`src/rtl/port_capture_if.sv`:
```
// rtl/port_capture_if.sv - capture-side and host read-port signal bundle for port_capture
interface port_capture_if #(
    parameter int DW = 15
) ();
    logic          clkEn;
    logic          p0;
    logic          p1;
    logic          p2;
    logic          p3;
    logic [1:0]    portNum;
    logic          serValid;
    logic          done;
    logic          rdReq;
    logic [1:0]    rdPort;
    logic          rdAck;
    logic [DW-1:0] rdData;
    logic [3:0]    rdLen;
    logic [3:0]    frameReady;
    logic [3:0]    overrun;
    logic          lenErr;

    modport master (
        output clkEn, p0, p1, p2, p3, portNum, serValid, done, rdReq, rdPort,
        input  rdAck, rdData, rdLen, frameReady, overrun, lenErr
    );

    modport slave (
        input  clkEn, p0, p1, p2, p3, portNum, serValid, done, rdReq, rdPort,
        output rdAck, rdData, rdLen, frameReady, overrun, lenErr
    );
endinterface

```
`src/rtl/port_capture.sv`:
```
// rtl/port_capture.sv - per-port frame deserializer with host read-back; option macro PORT_CAPTURE_OVERRUN_EN
module port_capture #(
    parameter int DW = 15
) (
    input  logic           clk,
    input  logic           rst,
    port_capture_if.slave  bus
);
    typedef enum logic [1:0] {IDLE, CAP, COMMIT} state_t;

    localparam logic [3:0] LEN_MAX = 4'(DW);

    state_t        state;
    state_t        state_nxt;
    logic [DW-1:0] asm_q;
    logic [3:0]    cnt_q;
    logic [1:0]    cap_port;
    logic          len_err;
    logic [DW-1:0] frame_buf [4];
    logic [3:0]    len_q [4];
    logic          rd_ack;
    logic [DW-1:0] rd_data;
    logic [3:0]    rd_len;
    logic [3:0]    frame_ready;
    logic [3:0]    ready_nxt;
    logic [3:0]    commit_hit;
    logic [3:0]    read_hit;
    logic [3:0]    pv;
    logic          commit;

    assign pv = {bus.p3, bus.p2, bus.p1, bus.p0};

    always_ff @(posedge clk) begin
        if (rst) begin
            state <= IDLE;
        end else if (bus.clkEn) begin
            state <= state_nxt;
        end
    end

    // serValid together with done in IDLE yields a one-bit frame committed next cycle
    always_comb begin
        state_nxt = state;
        case (state)
            IDLE: begin
                if (bus.done) begin
                    state_nxt = COMMIT;
                end else if (bus.serValid) begin
                    state_nxt = CAP;
                end
            end
            CAP: begin
                if (bus.done) begin
                    state_nxt = COMMIT;
                end
            end
            COMMIT:  state_nxt = IDLE;
            default: state_nxt = IDLE;
        endcase
    end

    assign commit = bus.clkEn && (state == COMMIT);

    always_ff @(posedge clk) begin
        if (rst) begin
            asm_q    <= '0;
            cnt_q    <= '0;
            cap_port <= '0;
            len_err  <= 1'b0;
        end else begin
            if (bus.rdReq) begin
                len_err <= 1'b0;
            end
            if (bus.clkEn) begin
                case (state)
                    IDLE: begin
                        if (bus.serValid || bus.done) begin
                            cap_port <= bus.portNum;
                            asm_q    <= {{(DW-1){1'b0}}, bus.serValid & pv[bus.portNum]};
                            cnt_q    <= bus.serValid ? 4'd1 : 4'd0;
                        end
                    end
                    CAP: begin
                        if (bus.serValid) begin
                            if (cnt_q == LEN_MAX) begin
                                len_err <= 1'b1;
                            end else begin
                                asm_q <= {asm_q[DW-2:0], pv[cap_port]};
                                cnt_q <= cnt_q + 4'd1;
                            end
                        end
                    end
                    default: ;
                endcase
            end
        end
    end

    always_ff @(posedge clk) begin
        if (rst) begin
            for (int i = 0; i < 4; i++) begin
                frame_buf[i] <= '0;
                len_q[i]     <= '0;
            end
        end else if (commit) begin
            frame_buf[cap_port] <= asm_q;
            len_q[cap_port]     <= cnt_q;
        end
    end

    // Read port runs every clk; a read in the commit cycle sees the pre-commit contents
    always_ff @(posedge clk) begin
        if (rst) begin
            rd_ack  <= 1'b0;
            rd_data <= '0;
            rd_len  <= '0;
        end else begin
            rd_ack <= bus.rdReq;
            if (bus.rdReq) begin
                rd_data <= frame_buf[bus.rdPort];
                rd_len  <= len_q[bus.rdPort];
            end
        end
    end

    always_comb begin
        commit_hit = 4'b0000;
        read_hit   = 4'b0000;
        if (commit) begin
            commit_hit = 4'b0001 << cap_port;
        end
        if (bus.rdReq) begin
            read_hit = 4'b0001 << bus.rdPort;
        end
        ready_nxt = (frame_ready & ~read_hit) | commit_hit;
    end

    always_ff @(posedge clk) begin
        if (rst) begin
            frame_ready <= 4'b0000;
        end else begin
            frame_ready <= ready_nxt;
        end
    end

`ifdef PORT_CAPTURE_OVERRUN_EN
    logic [3:0] overrun_q;

    always_ff @(posedge clk) begin
        if (rst) begin
            overrun_q <= 4'b0000;
        end else begin
            overrun_q <= (overrun_q | (commit_hit & frame_ready)) & ~read_hit;
        end
    end

    assign bus.overrun = overrun_q;
`else
    assign bus.overrun = 4'b0000;
`endif

    assign bus.rdAck      = rd_ack;
    assign bus.rdData     = rd_data;
    assign bus.rdLen      = rd_len;
    assign bus.frameReady = frame_ready;
    assign bus.lenErr     = len_err;
endmodule

```
`src/flat_wrapper.sv`:
```
// flat-port wrapper written by rule: the top's interface ports become plain ports
module port_capture_flat 
#(
    parameter int DW = 15
)
  (clk, rst, bus_clkEn, bus_p0, bus_p1, bus_p2, bus_p3, bus_portNum, bus_serValid, bus_done, bus_rdReq, bus_rdPort, bus_rdAck, bus_rdData, bus_rdLen, bus_frameReady, bus_overrun, bus_lenErr);
  port_capture_if #(.DW(DW)) bus_i ();
  input  logic clk;
  input  logic rst;
  input wire logic [$bits(bus_i.clkEn)-1:0] bus_clkEn;
  input wire logic [$bits(bus_i.p0)-1:0] bus_p0;
  input wire logic [$bits(bus_i.p1)-1:0] bus_p1;
  input wire logic [$bits(bus_i.p2)-1:0] bus_p2;
  input wire logic [$bits(bus_i.p3)-1:0] bus_p3;
  input wire logic [$bits(bus_i.portNum)-1:0] bus_portNum;
  input wire logic [$bits(bus_i.serValid)-1:0] bus_serValid;
  input wire logic [$bits(bus_i.done)-1:0] bus_done;
  input wire logic [$bits(bus_i.rdReq)-1:0] bus_rdReq;
  input wire logic [$bits(bus_i.rdPort)-1:0] bus_rdPort;
  output wire logic [$bits(bus_i.rdAck)-1:0] bus_rdAck;
  output wire logic [$bits(bus_i.rdData)-1:0] bus_rdData;
  output wire logic [$bits(bus_i.rdLen)-1:0] bus_rdLen;
  output wire logic [$bits(bus_i.frameReady)-1:0] bus_frameReady;
  output wire logic [$bits(bus_i.overrun)-1:0] bus_overrun;
  output wire logic [$bits(bus_i.lenErr)-1:0] bus_lenErr;
  assign bus_i.clkEn = bus_clkEn;
  assign bus_i.p0 = bus_p0;
  assign bus_i.p1 = bus_p1;
  assign bus_i.p2 = bus_p2;
  assign bus_i.p3 = bus_p3;
  assign bus_i.portNum = bus_portNum;
  assign bus_i.serValid = bus_serValid;
  assign bus_i.done = bus_done;
  assign bus_i.rdReq = bus_rdReq;
  assign bus_i.rdPort = bus_rdPort;
  assign bus_rdAck = bus_i.rdAck;
  assign bus_rdData = bus_i.rdData;
  assign bus_rdLen = bus_i.rdLen;
  assign bus_frameReady = bus_i.frameReady;
  assign bus_overrun = bus_i.overrun;
  assign bus_lenErr = bus_i.lenErr;
  port_capture #(.DW(DW)) u_core (.clk(clk), .rst(rst), .bus(bus_i));
endmodule
```
`config.mk`:
```
export PLATFORM = sky130hd
export DESIGN_NAME = port_capture_flat
export DESIGN_NICKNAME = d
export VERILOG_FILES = /design/src/rtl/port_capture_if.sv /design/src/rtl/port_capture.sv /design/src/flat_wrapper.sv
export SDC_FILE = /design/constraint.sdc
export NUM_CORES = 1
export LEC_CHECK = 0
export BUFFER_PORTS_ARGS = -buffer_cell sky130_fd_sc_hd__buf_4
export CELL_PAD_IN_SITES_DETAIL_PLACEMENT = 1
export CELL_PAD_IN_SITES_GLOBAL_PLACEMENT = 1
export CORE_ASPECT_RATIO = 1.1
export CORE_MARGIN = 10
export CORE_UTILIZATION = 53
export CTS_CLUSTER_SIZE = 12
export DETAILED_ROUTE_END_ITERATION = 8
export PLACE_DENSITY_LB_ADDON = 0.08
export SLEW_MARGIN = 20
export SYNTH_ARGS = -nofsm -noshare
export SYNTH_HDL_FRONTEND = slang
export SYNTH_SLANG_ARGS = --single-unit
```
`constraint.sdc`:
```
create_clock -name clk -period 4.1 [get_ports clk]
set_input_delay 1.23 -clock clk [delete_from_list [all_inputs] [get_ports clk]]
set_output_delay 1.23 -clock clk [all_outputs]
set_load 0.1 [all_outputs]
```
==> impl_results.md <==
- Final hold slack: roughly 0.5 ns
- WP data arrival: approximately 1.2 ns
- Post-route cell area: roughly 6200 um2
- Status: completed
- Area occupied by multi-input gates: between 1500 and 2000 um2
- Fillcell total: 970
- Slew @ Worst Pin: approximately 1.0 ns
- Initial antenna violation count: 0
- Fin crit share: 59.0%
- CTS tree: yes
- Drt first pass iters: 4
- Reg2reg start: u_core.cnt_q[0]
- Leak: 2.31 nW
- Required time worst endpoint: 2.87 ns
- Synthesis-stage register bit count: ~120
- Antenna Cells: 0
- # H-tree levels: 4
- Synth async-reset ratio: 0%
- Tot Pwr: roughly 3 mW
- Final Skew: 0.00820 ns
- CP max stage delay: about 0.36 ns
- Critical Path Fanout Max: 2
- Post-Synth Simple-Gate Area: between 10% and 20%
- Setup Slack @ Placement: 1.31 ns
- Mux contribution to synthesized area: ~13%
- Post-synthesis adder-cell area fraction: less than 1%
- R2R Path End: u_core.asm_q[0]
- Met3 GRT Util: ~3.9%
- R2R cell count: 5
- Detail Placement HPWL: between 7000 and 8000 um
- Max VDD drop: 0.313 mV
- Compound-Gate Fraction of Synth Area: 5.54%
- Average cell area after synthesis: ~13 um2
- Die X: about 120 um
- Ys flop type: edfxtp_1
- Worst skew pair latency: ~0.52 ns
- Pin count of the biggest net entering global routing: 55
- Worst Setup Start Kind: register
- Largest family of logic cells by synthesized area: simple AND/OR/NAND/NOR gates
- Bufs on Longest Clock Path: 2
- Max-slew headroom: a little under a third
- Final worst slack: approximately 1.7 ns
- Max Cap Viol: 0
- TritonCTS buffer count: 17
- GP Congestion: 0.707
- GRT busiest layer: met2
- Clock root buffer: clkbuf_8
- Hold Crit Class: register to register
- Critical path's top delay family: flip-flops
- Port Buffer Count: 38
- Syn. warnings: 0
- Mean number of vias per cell: around 5.8
- RSZ-0062 raised after global routing: false
- Total Neg Setup Slack: 0 ns
- Vias in the first global route: between 3000 and 4000
- Met2 GRT Util: between 30% and 40%
- Setup CP Type: register to output pin
- Worst path slowest cell: dfxtp_1
- Die extent in y: roughly 130 um
- CTS Hold Bufs: 0
- Layout Nets: ~460
- PD cells: around 490 nW/um2
- Core area: between 9000 and 10000 um2
- Clock sinks: 124
- HP Start: u_core.bus.frameReady[2]
- Via count: 3334
- FF/Latch Area: ~3200 um2
- Post-DR wirelength/cell: about 22 um
- Hold depth: 2
- Iter 0 DRT Violations: around 180
- First-pass GRT wire length: between 15000 and 20000 um
- CP Cell Sequence: buf_4
- I/O Pins: 43
- Fin. max-slew vios: 0
- Total Wirelength: approximately 12000 um
- Achievable Freq: just over 400 MHz
- Fin crit period: 2.42 ns
- P&R area growth vs syn: 15.6%
- Worst Hold End: u_core.bus.frameReady[2]
- Post-Synth XOR/XNOR Area: 0%
- Total GRT Usage: 18.1%
- # rows: 38
- Post-CTS setup buffers: 0
- EDFF count, synth: between 70 and 80
- Sequential share of the synthesized area: between 60% and 70%
- Synth cell types: 43
- Final setup fails: 0
- Placed Area: 5630 um2
- Post-CTS Resized: 0
- DRT antenna net count: 0
- Share of cells above drive strength 1: around 22%
- Clock slew at reported path FFs: ~0.06 ns
- Global route total overflow: 0
- Hold Fails Final Rpt: 0
- Die area: ~14000 um2
- Starting density of the core: 54.2%
- Mapped cell area: 5330 um2
- WP depth: 1
- R2R setup slack: 1.92 ns
- # DRC: 0
- Crit. End Element: output pin
- Critical path buffers and inverters: 1
- Met1 usage in global routing: between 20% and 30%
- Mapped Cells: between 400 and 500
==> layer usage <==
layer,share of wire [%],vias up
met5,0,-
met4,1.3,0
met3,3.9,13
met2,53,49
met1,41,1718
li1,-,1554
==> power breakdown <==
part	internal, mW	switching (mW)	leakage [nW]
combinational	0.0785	0.198	0.876
clock	0.822	0.516	0.261
sequential	1.37	0.0252	1.17
total	2.27	0.739	2.31
==> metrics by stage <==
stage | cells | util [%]
2_1_floorplan | 413 | -
3_3_place_gp | 541 | 57.2
3_5_place_dp | 541 | 57.2
4_1_cts | 573 | 62.6
5_1_grt | 573 | 62.6
6_report | 573 | 62.6
==> worst register-to-register path: cells and delay by family, from the launching register on <==
family / cells / cell delay (ns)
flip-flops: 1 / 0.53
AO/OA/AOI/OAI: 1 / 0.27
AND/OR/NAND/NOR: 3 / 1.06
adder cells (fa/ha/maj): 1 / 0.23
==> synth_stat cells (all sizes together), types with 3 or more instances <==
library cell  count  area, um2
mux2i            21        210
and2             73        457
a21oi            23        115
nor2b             3       18.8
edfxtp           76       2280
nor2             33        139
dfxtp            48        961
buf              18        106
o21ai            20        100
nand2             4       15.0
nand3             3       15.0
nor3              6       46.3
clkbuf           15       62.6
mux4             21        473
nand4            15       93.8
nand2b            7       58.8
==> cell families after synthesis <==
logic type / Yosys count
AOI/OAI and AO/OA: 53
other: 1
muxes: 42
and+or+nand+nor: 154
buffers and inverters: 35
adders and majority gates: 1
DFF: 124
==> cells in the final DEF (no fill, tap or decap), types with 3 or more instances in the layout <==
cell type and count:
mux2i_1 21, nand4_1 15, clkbuf_16 16, edfxtp_1 76
nand2b_1 5, clkbuf_8 3, mux4_2 21, o21ai_0 19
buf_4 41, nor3_1 4, clkbuf_1 3, dfxtp_1 48
a21oi_1 23, conb_1 4, nand2_1 4, clkinv_2 5
nor2_1 31, clkinv_1 3, and2_1 72, nand3_1 3
==> how the worst max path moves through the flow <==
stage,from,end,slack (ns)
after floorplan,rst,u_core.frame_buf[2][0],1.43
after global placement,bus_done,u_core.cnt_q[0],1.35
after detailed placement,bus_done,u_core.asm_q[0],1.31
after CTS,u_core.bus.rdData[8],bus_rdData[8],1.66
after global routing,u_core.bus.rdData[8],bus_rdData[8],1.64
final,u_core.bus.frameReady[0],bus_frameReady[0],1.68
==> flip-flops by register name, summed over array words and instances, names as in the netlist <==
| name | cells |
|---|---|
| u_core.bus.rdAck | 1 |
| u_core.bus.rdLen | 4 |
| u_core.cnt_q | 4 |
| u_core.state | 2 |
| u_core.bus.rdData | 15 |
| u_core.bus.frameReady | 4 |
| u_core.cap_port | 2 |
| u_core.asm_q | 15 |
| u_core.len_q | 16 |
| u_core.bus.lenErr | 1 |
| u_core.frame_buf | 60 |
==> final cells by class <==
type	count	share of cell area, %
multi-input combinational	254	31.2
sequential	124	52.7
timing repair buffer	41	5.00
inverter	2	0.122
tap	120	2.44
clock inverter	10	1.20
clock buffer	22	7.35
(Power assumes the default switching activity.)
